### config.mk
export PLATFORM = sky130hd
export DESIGN_NAME = fp32_argmax_stream
export DESIGN_NICKNAME = d
export VERILOG_FILES = /design/src/rtl/cnn_pkg.sv /design/src/rtl/fp32_gt.sv /design/src/rtl/fp32_argmax_stream.sv
export SDC_FILE = /design/constraint.sdc
export NUM_CORES = 1
export LEC_CHECK = 0
export BUFFER_PORTS_ARGS = -buffer_cell sky130_fd_sc_hd__clkbuf_2
export CORE_MARGIN = 2
export CORE_UTILIZATION = 53
export DETAILED_ROUTE_END_ITERATION = 10
export MAX_ROUTING_LAYER = met4
export PLACE_DENSITY = 0.86
export SYNTH_ARGS = -nofsm -noshare
export SYNTH_HDL_FRONTEND = slang
export SYNTH_SLANG_ARGS = --single-unit
### constraint.sdc
create_clock -name clk -period 3.42 [get_ports clk]
set_input_delay 0.684 -clock clk [delete_from_list [all_inputs] [get_ports clk]]
set_output_delay 0.684 -clock clk [all_outputs]
set_load 0.05 [all_outputs]
### src/rtl/cnn_pkg.sv
// Shared definitions for the CNN classifier output stage.
package cnn_pkg;

    localparam int unsigned FP32_W = 32;
    localparam logic [FP32_W-1:0] FP32_QNAN = 32'h7FC0_0000;

    typedef enum logic {
        COLLECT = 1'b0,
        EMIT    = 1'b1
    } state_t;

    function automatic logic fp32_is_nan(input logic [FP32_W-1:0] x);
        return (&x[30:23]) && (|x[22:0]);
    endfunction

    function automatic logic fp32_is_zero(input logic [FP32_W-1:0] x);
        return ~|x[30:0];
    endfunction

    // Maps float32 bit patterns onto unsigned keys whose order matches numeric order.
    function automatic logic [FP32_W-1:0] fp32_key(input logic [FP32_W-1:0] x);
        return x[31] ? ~x : {1'b1, x[30:0]};
    endfunction

endpackage

### src/rtl/fp32_gt.sv
// Combinational float32 a > b; NaN compares false both ways, -0 equals +0.
module fp32_gt
    import cnn_pkg::*;
(
    input  logic [FP32_W-1:0] a,
    input  logic [FP32_W-1:0] b,
    output logic              gt_c
);

    logic any_nan;
    logic both_zero;

    always_comb begin
        any_nan   = fp32_is_nan(a) || fp32_is_nan(b);
        both_zero = fp32_is_zero(a) && fp32_is_zero(b);
        gt_c      = !any_nan && !both_zero && (fp32_key(a) > fp32_key(b));
    end

endmodule

### src/rtl/fp32_argmax_stream.sv
// Streaming top-2 argmax over NUM_CLASSES float32 scores per frame.
module fp32_argmax_stream
    import cnn_pkg::*;
#(
    parameter int unsigned NUM_CLASSES = 10,
    parameter int unsigned IDX_W       = $clog2(NUM_CLASSES)
) (
    input  logic              clk,
    input  logic              rst,
    input  logic              in_valid,
    output logic              in_ready,
    input  logic [FP32_W-1:0] in_data,
    input  logic              in_last,
    output logic              out_valid,
    input  logic              out_ready,
    output logic [IDX_W-1:0]  out_idx,
    output logic [FP32_W-1:0] out_val,
    output logic [IDX_W-1:0]  out_idx2,
    output logic              out_err
);

    state_t              state, state_n;
    logic [IDX_W-1:0]    cnt, cnt_n;
    logic [FP32_W-1:0]   best_val, best_val_n;
    logic [IDX_W-1:0]    best_idx, best_idx_n;
    logic [FP32_W-1:0]   sec_val, sec_val_n;
    logic [IDX_W-1:0]    sec_idx, sec_idx_n;
    logic                sec_vld, sec_vld_n;
    logic                err, err_n;

    logic gt_best_c, gt_sec_c;
    logic accept, first_elem, last_elem, data_nan, best_nan;

    fp32_gt u_gt_best (.a(in_data), .b(best_val), .gt_c(gt_best_c));
    fp32_gt u_gt_sec  (.a(in_data), .b(sec_val),  .gt_c(gt_sec_c));

    always_comb begin
        first_elem = (cnt == '0);
        last_elem  = (cnt == IDX_W'(NUM_CLASSES - 1));
        data_nan   = fp32_is_nan(in_data);
        best_nan   = fp32_is_nan(best_val);
    end

    // Next-state, datapath update and handshake decode.
    always_comb begin
        state_n    = state;
        cnt_n      = cnt;
        best_val_n = best_val;
        best_idx_n = best_idx;
        sec_val_n  = sec_val;
        sec_idx_n  = sec_idx;
        sec_vld_n  = sec_vld;
        err_n      = err;
        in_ready   = 1'b0;
        out_valid  = 1'b0;
        accept     = 1'b0;

        unique case (state)
            COLLECT: begin
                in_ready = !rst;
                accept   = in_valid && !rst;
                if (accept) begin
                    cnt_n = last_elem ? '0 : cnt + IDX_W'(1);
                    if (last_elem) state_n = EMIT;
                    err_n = (first_elem ? 1'b0 : err) | data_nan | (in_last != last_elem);
                    if (first_elem) begin
                        best_val_n = in_data;
                        best_idx_n = '0;
                        sec_vld_n  = 1'b0;
                    end else if (!data_nan) begin
                        // A NaN held as best (from element 0) yields to any real score.
                        if (best_nan || gt_best_c) begin
                            if (!best_nan) begin
                                sec_val_n = best_val;
                                sec_idx_n = best_idx;
                                sec_vld_n = 1'b1;
                            end
                            best_val_n = in_data;
                            best_idx_n = cnt;
                        end else if (!sec_vld || gt_sec_c) begin
                            sec_val_n = in_data;
                            sec_idx_n = cnt;
                            sec_vld_n = 1'b1;
                        end
                    end
                end
            end
            EMIT: begin
                out_valid = 1'b1;
                if (out_ready) begin
                    state_n   = COLLECT;
                    err_n     = 1'b0;
                    sec_vld_n = 1'b0;
                end
            end
            default: state_n = COLLECT;
        endcase
    end

    always_ff @(posedge clk or posedge rst) begin
        if (rst) state <= COLLECT;
        else     state <= state_n;
    end

    always_ff @(posedge clk or posedge rst) begin
        if (rst) begin
            cnt      <= '0;
            best_val <= '0;
            best_idx <= '0;
            sec_val  <= '0;
            sec_idx  <= '0;
            sec_vld  <= 1'b0;
            err      <= 1'b0;
        end else begin
            cnt      <= cnt_n;
            best_val <= best_val_n;
            best_idx <= best_idx_n;
            sec_val  <= sec_val_n;
            sec_idx  <= sec_idx_n;
            sec_vld  <= sec_vld_n;
            err      <= err_n;
        end
    end

    assign out_idx  = best_idx;
    assign out_val  = best_val;
    assign out_idx2 = sec_idx;
    assign out_err  = err;

endmodule

==> results_dict.tcl <==
set metrics [dict create \
    core_sq_um 11000 \
    cts_tree "done" \
    clk-insertion-delay-late_ns 0.35 \
    avgSynthCellArea_sq_um 10.6 \
    rrSetupSlack_ns -0.22 \
    drv_slew 0 \
    clkTransAtPathRegs_ns 0.06 \
    die_area_sq_um 12300 \
    fin_crit_ns 3.64 \
    arrival_ns 3.87 \
    synth.top_cell.area_share 0.327 \
    critical_path.max_fanout 16 \
    dieHeight_um 111 \
    crit_type "register to register" \
    vias 5699 \
    num-nets-final 820 \
    synth_edf_count 0 \
    ys_types 44 \
    synth_common_cells "dfrtp_1, mux2_2, ha_1, xnor2_1, nand2_1" \
    yosysTopAreaCell "dfrtp_1" \
    dp_hpwl_um 12600 \
    grtUsageTotal 0.293 \
    ios 80 \
    tightest_slew_ns 0.677 \
    ctsRootBufferMaster "clkbuf_16" \
    cp-end-kind "register" \
    antenna_found_initial 1 \
    critPathLaunchType "register" \
    totalWireLength_um 20600 \
    fin_tns_setup_ns -9.35 \
    regToRegStartpoint "out_val[31]" \
    drive_above_1_share 0.416 \
    reg2reg_to "out_val[8]" \
    synth.area.top_cells "dfrtp_1, mux2_2, ha_1, xnor2_1, mux2_1" \
    finalSetupViolCount 72 \
    via_per_inst 6.59 \
    yosys_warnings 0 \
    numClockSinks 79 \
    grt_pass1_wl_um 28100 \
    syn_to_final_growth_pct 30.9 \
    violations "negative setup slack" \
    overflow 0 \
    rsz0062_at_grt "true" \
    gp_congestion 0.953 \
    timing.fmax_mhz 275 \
    reg2reg_depth 14 \
    grt_max_degree 50 \
    fin_hold_ws_ns 0.436 \
    row_count 38 \
    dr.pass1.iters 5 \
    worstHoldPathType "input pin to async pin" \
    synthesis.nets 670 \
    ys.flop_type "dfrtp_1" \
    post-route-period-util 1.06 \
    fillCellCount 683 \
    clk_path_buf_depth 2 \
    synthCells 569 \
    cts_buffers 9 \
    wl_per_cell_um 23.8 \
    die_w_um 111 \
    drc 0 \
    io_buffers 79 \
    crit_required_ns 3.65 \
    syn-cell-area_sq_um 6040 \
    initial_core_util 0.550 \
    ys_seq_area_frac 0.327 \
    ant_nets 0 \
    status "finished with violations" \
    synth-seq-cells 79 \
    finalClockSkew_ns 0.00932 \
    finalHoldViolCount 0 \
    synth_most_common_cell "dfrtp_1" \
    maxCapViolations 0 \
    drt_iter0_drc 546 \
    grt_pass1_vias 5592 \
    setup_ws_ns -0.222 \
    htreeDepth 3 \
    slew_headroom 0.544 \
    async_flop_share 1.00 \
]
==> per-stage QoR <==
step,cell area (sq um),worst slack (ns),std cells,utilization
2_1_floorplan,6150,-0.139,569,-
3_3_place_gp,7120,-0.335,831,0.648
3_5_place_dp,7120,-0.418,831,0.648
4_1_cts,7450,-0.00505,847,0.678
5_1_grt,7900,-0.191,865,0.720
6_report,7900,-0.222,865,0.720
==> cell type report <==
class / instances / area (sq um) / area share
clock inverters: 5 / 57.6 / 0.00728
flip-flops and latches: 79 / 1980 / 0.251
multi-input cells: 456 / 4160 / 0.526
repair buffers: 163 / 1250 / 0.158
diodes: 1 / 2.50 / 0.000317
inverters: 10 / 37.5 / 0.00475
well taps: 140 / 175 / 0.0222
clock buffers: 11 / 243 / 0.0307
==> worst max-delay path by stage <==
stage,from,to,slack (ns)
2_1_floorplan,in_data[31],out_val[31],-0.14
3_3_place_gp,in_data[31],sec_val[15],-0.34
3_5_place_dp,in_data[31],sec_val[5],-0.42
4_1_cts,in_data[31],out_val[27],-0.005
5_1_grt,out_val[31],out_val[8],-0.19
6_report,out_val[31],out_val[8],-0.22
==> what timing repair did <==
| action | 4_1_cts | 5_1_grt |
|---|---|---|
| buffers inserted | 0 | 12 |
| pin swaps | 0 | 10 |
| hold buffers | 0 | 0 |
| resized for setup | 6 | 48 |
| gates cloned | 0 | 5 |
| endpoints found under the setup margin | 66 | 68 |
==> cell usage in the layout (no fill, tap or decap), types with 5 or more instances in the layout <==
| master | netlist | layout |
|---|---|---|
| buf_4 | 0 | 64 |
| a21oi_1 | 30 | 27 |
| nor3_1 | 12 | 9 |
| nand3_1 | 11 | 11 |
| clkbuf_2 | 0 | 79 |
| xnor2_1 | 64 | 63 |
| inv_1 | 10 | 9 |
| dfrtp_1 | 79 | 78 |
| nor4_1 | 23 | 23 |
| o21ai_0 | 13 | 12 |
| o2bb2ai_1 | 5 | 5 |
| buf_6 | 6 | 5 |
| mux2_4 | 0 | 24 |
| mux2_1 | 26 | 8 |
| ha_1 | 64 | 63 |
| buf_12 | 0 | 11 |
| xor2_2 | 0 | 11 |
| mux2_2 | 74 | 68 |
| clkbuf_16 | 0 | 13 |
| nand4_1 | 20 | 20 |
| nand2_1 | 34 | 34 |
| nor2_1 | 13 | 13 |
| xor2_1 | 32 | 20 |
==> layer usage <==
| layer | vias to the layer above | routed length [um] | GRT usage |
|---|---|---|---|
| li1 | 2377 | - | - |
| met1 | 2796 | 7760 | 0.335 |
| met2 | 382 | 9800 | 0.504 |
| met3 | 144 | 1830 | 0.0601 |
| met4 | 0 | 1230 | 0.118 |
| met5 | - | 0 | - |
==> registers in the layout (all words and copies together) (netlist names) <==
signal	cells
out_idx	4
sec_val	32
out_err	1
out_val	32
state	1
cnt	4
out_idx2	4
sec_vld	1
==> critical path: stages (launching register included) <==
cell      delay, ns
dfrtp_4        0.55
buf_4          0.17
buf_12         0.15
xnor2_1        0.16
ha_1           0.33
nand4_1        0.19
nand2b_1       0.24
nor3_1         0.25
o31a_1         0.26
o22ai_4        0.12
or2_4          0.26
a21oi_4        0.15
buf_12         0.16
buf_12         0.14
mux2_1         0.35
==> logic make-up (layout without fill, tap and decap cells) <==
group	count (synthesis)	count (layout)	share of synthesized area
other	0	1	0
buffers and inverters	34	189	0.0292
flip-flops	79	79	0.327
multiplexers	101	101	0.188
AO/OA/AOI/OAI	71	71	0.0771
XOR/XNOR	96	96	0.139
adder cells (fa/ha/maj)	64	64	0.133
AND/OR/NAND/NOR	124	124	0.106
Power is not shown: default switching activity piles up to over one toggle a cycle in this logic, so the estimate is an artifact.
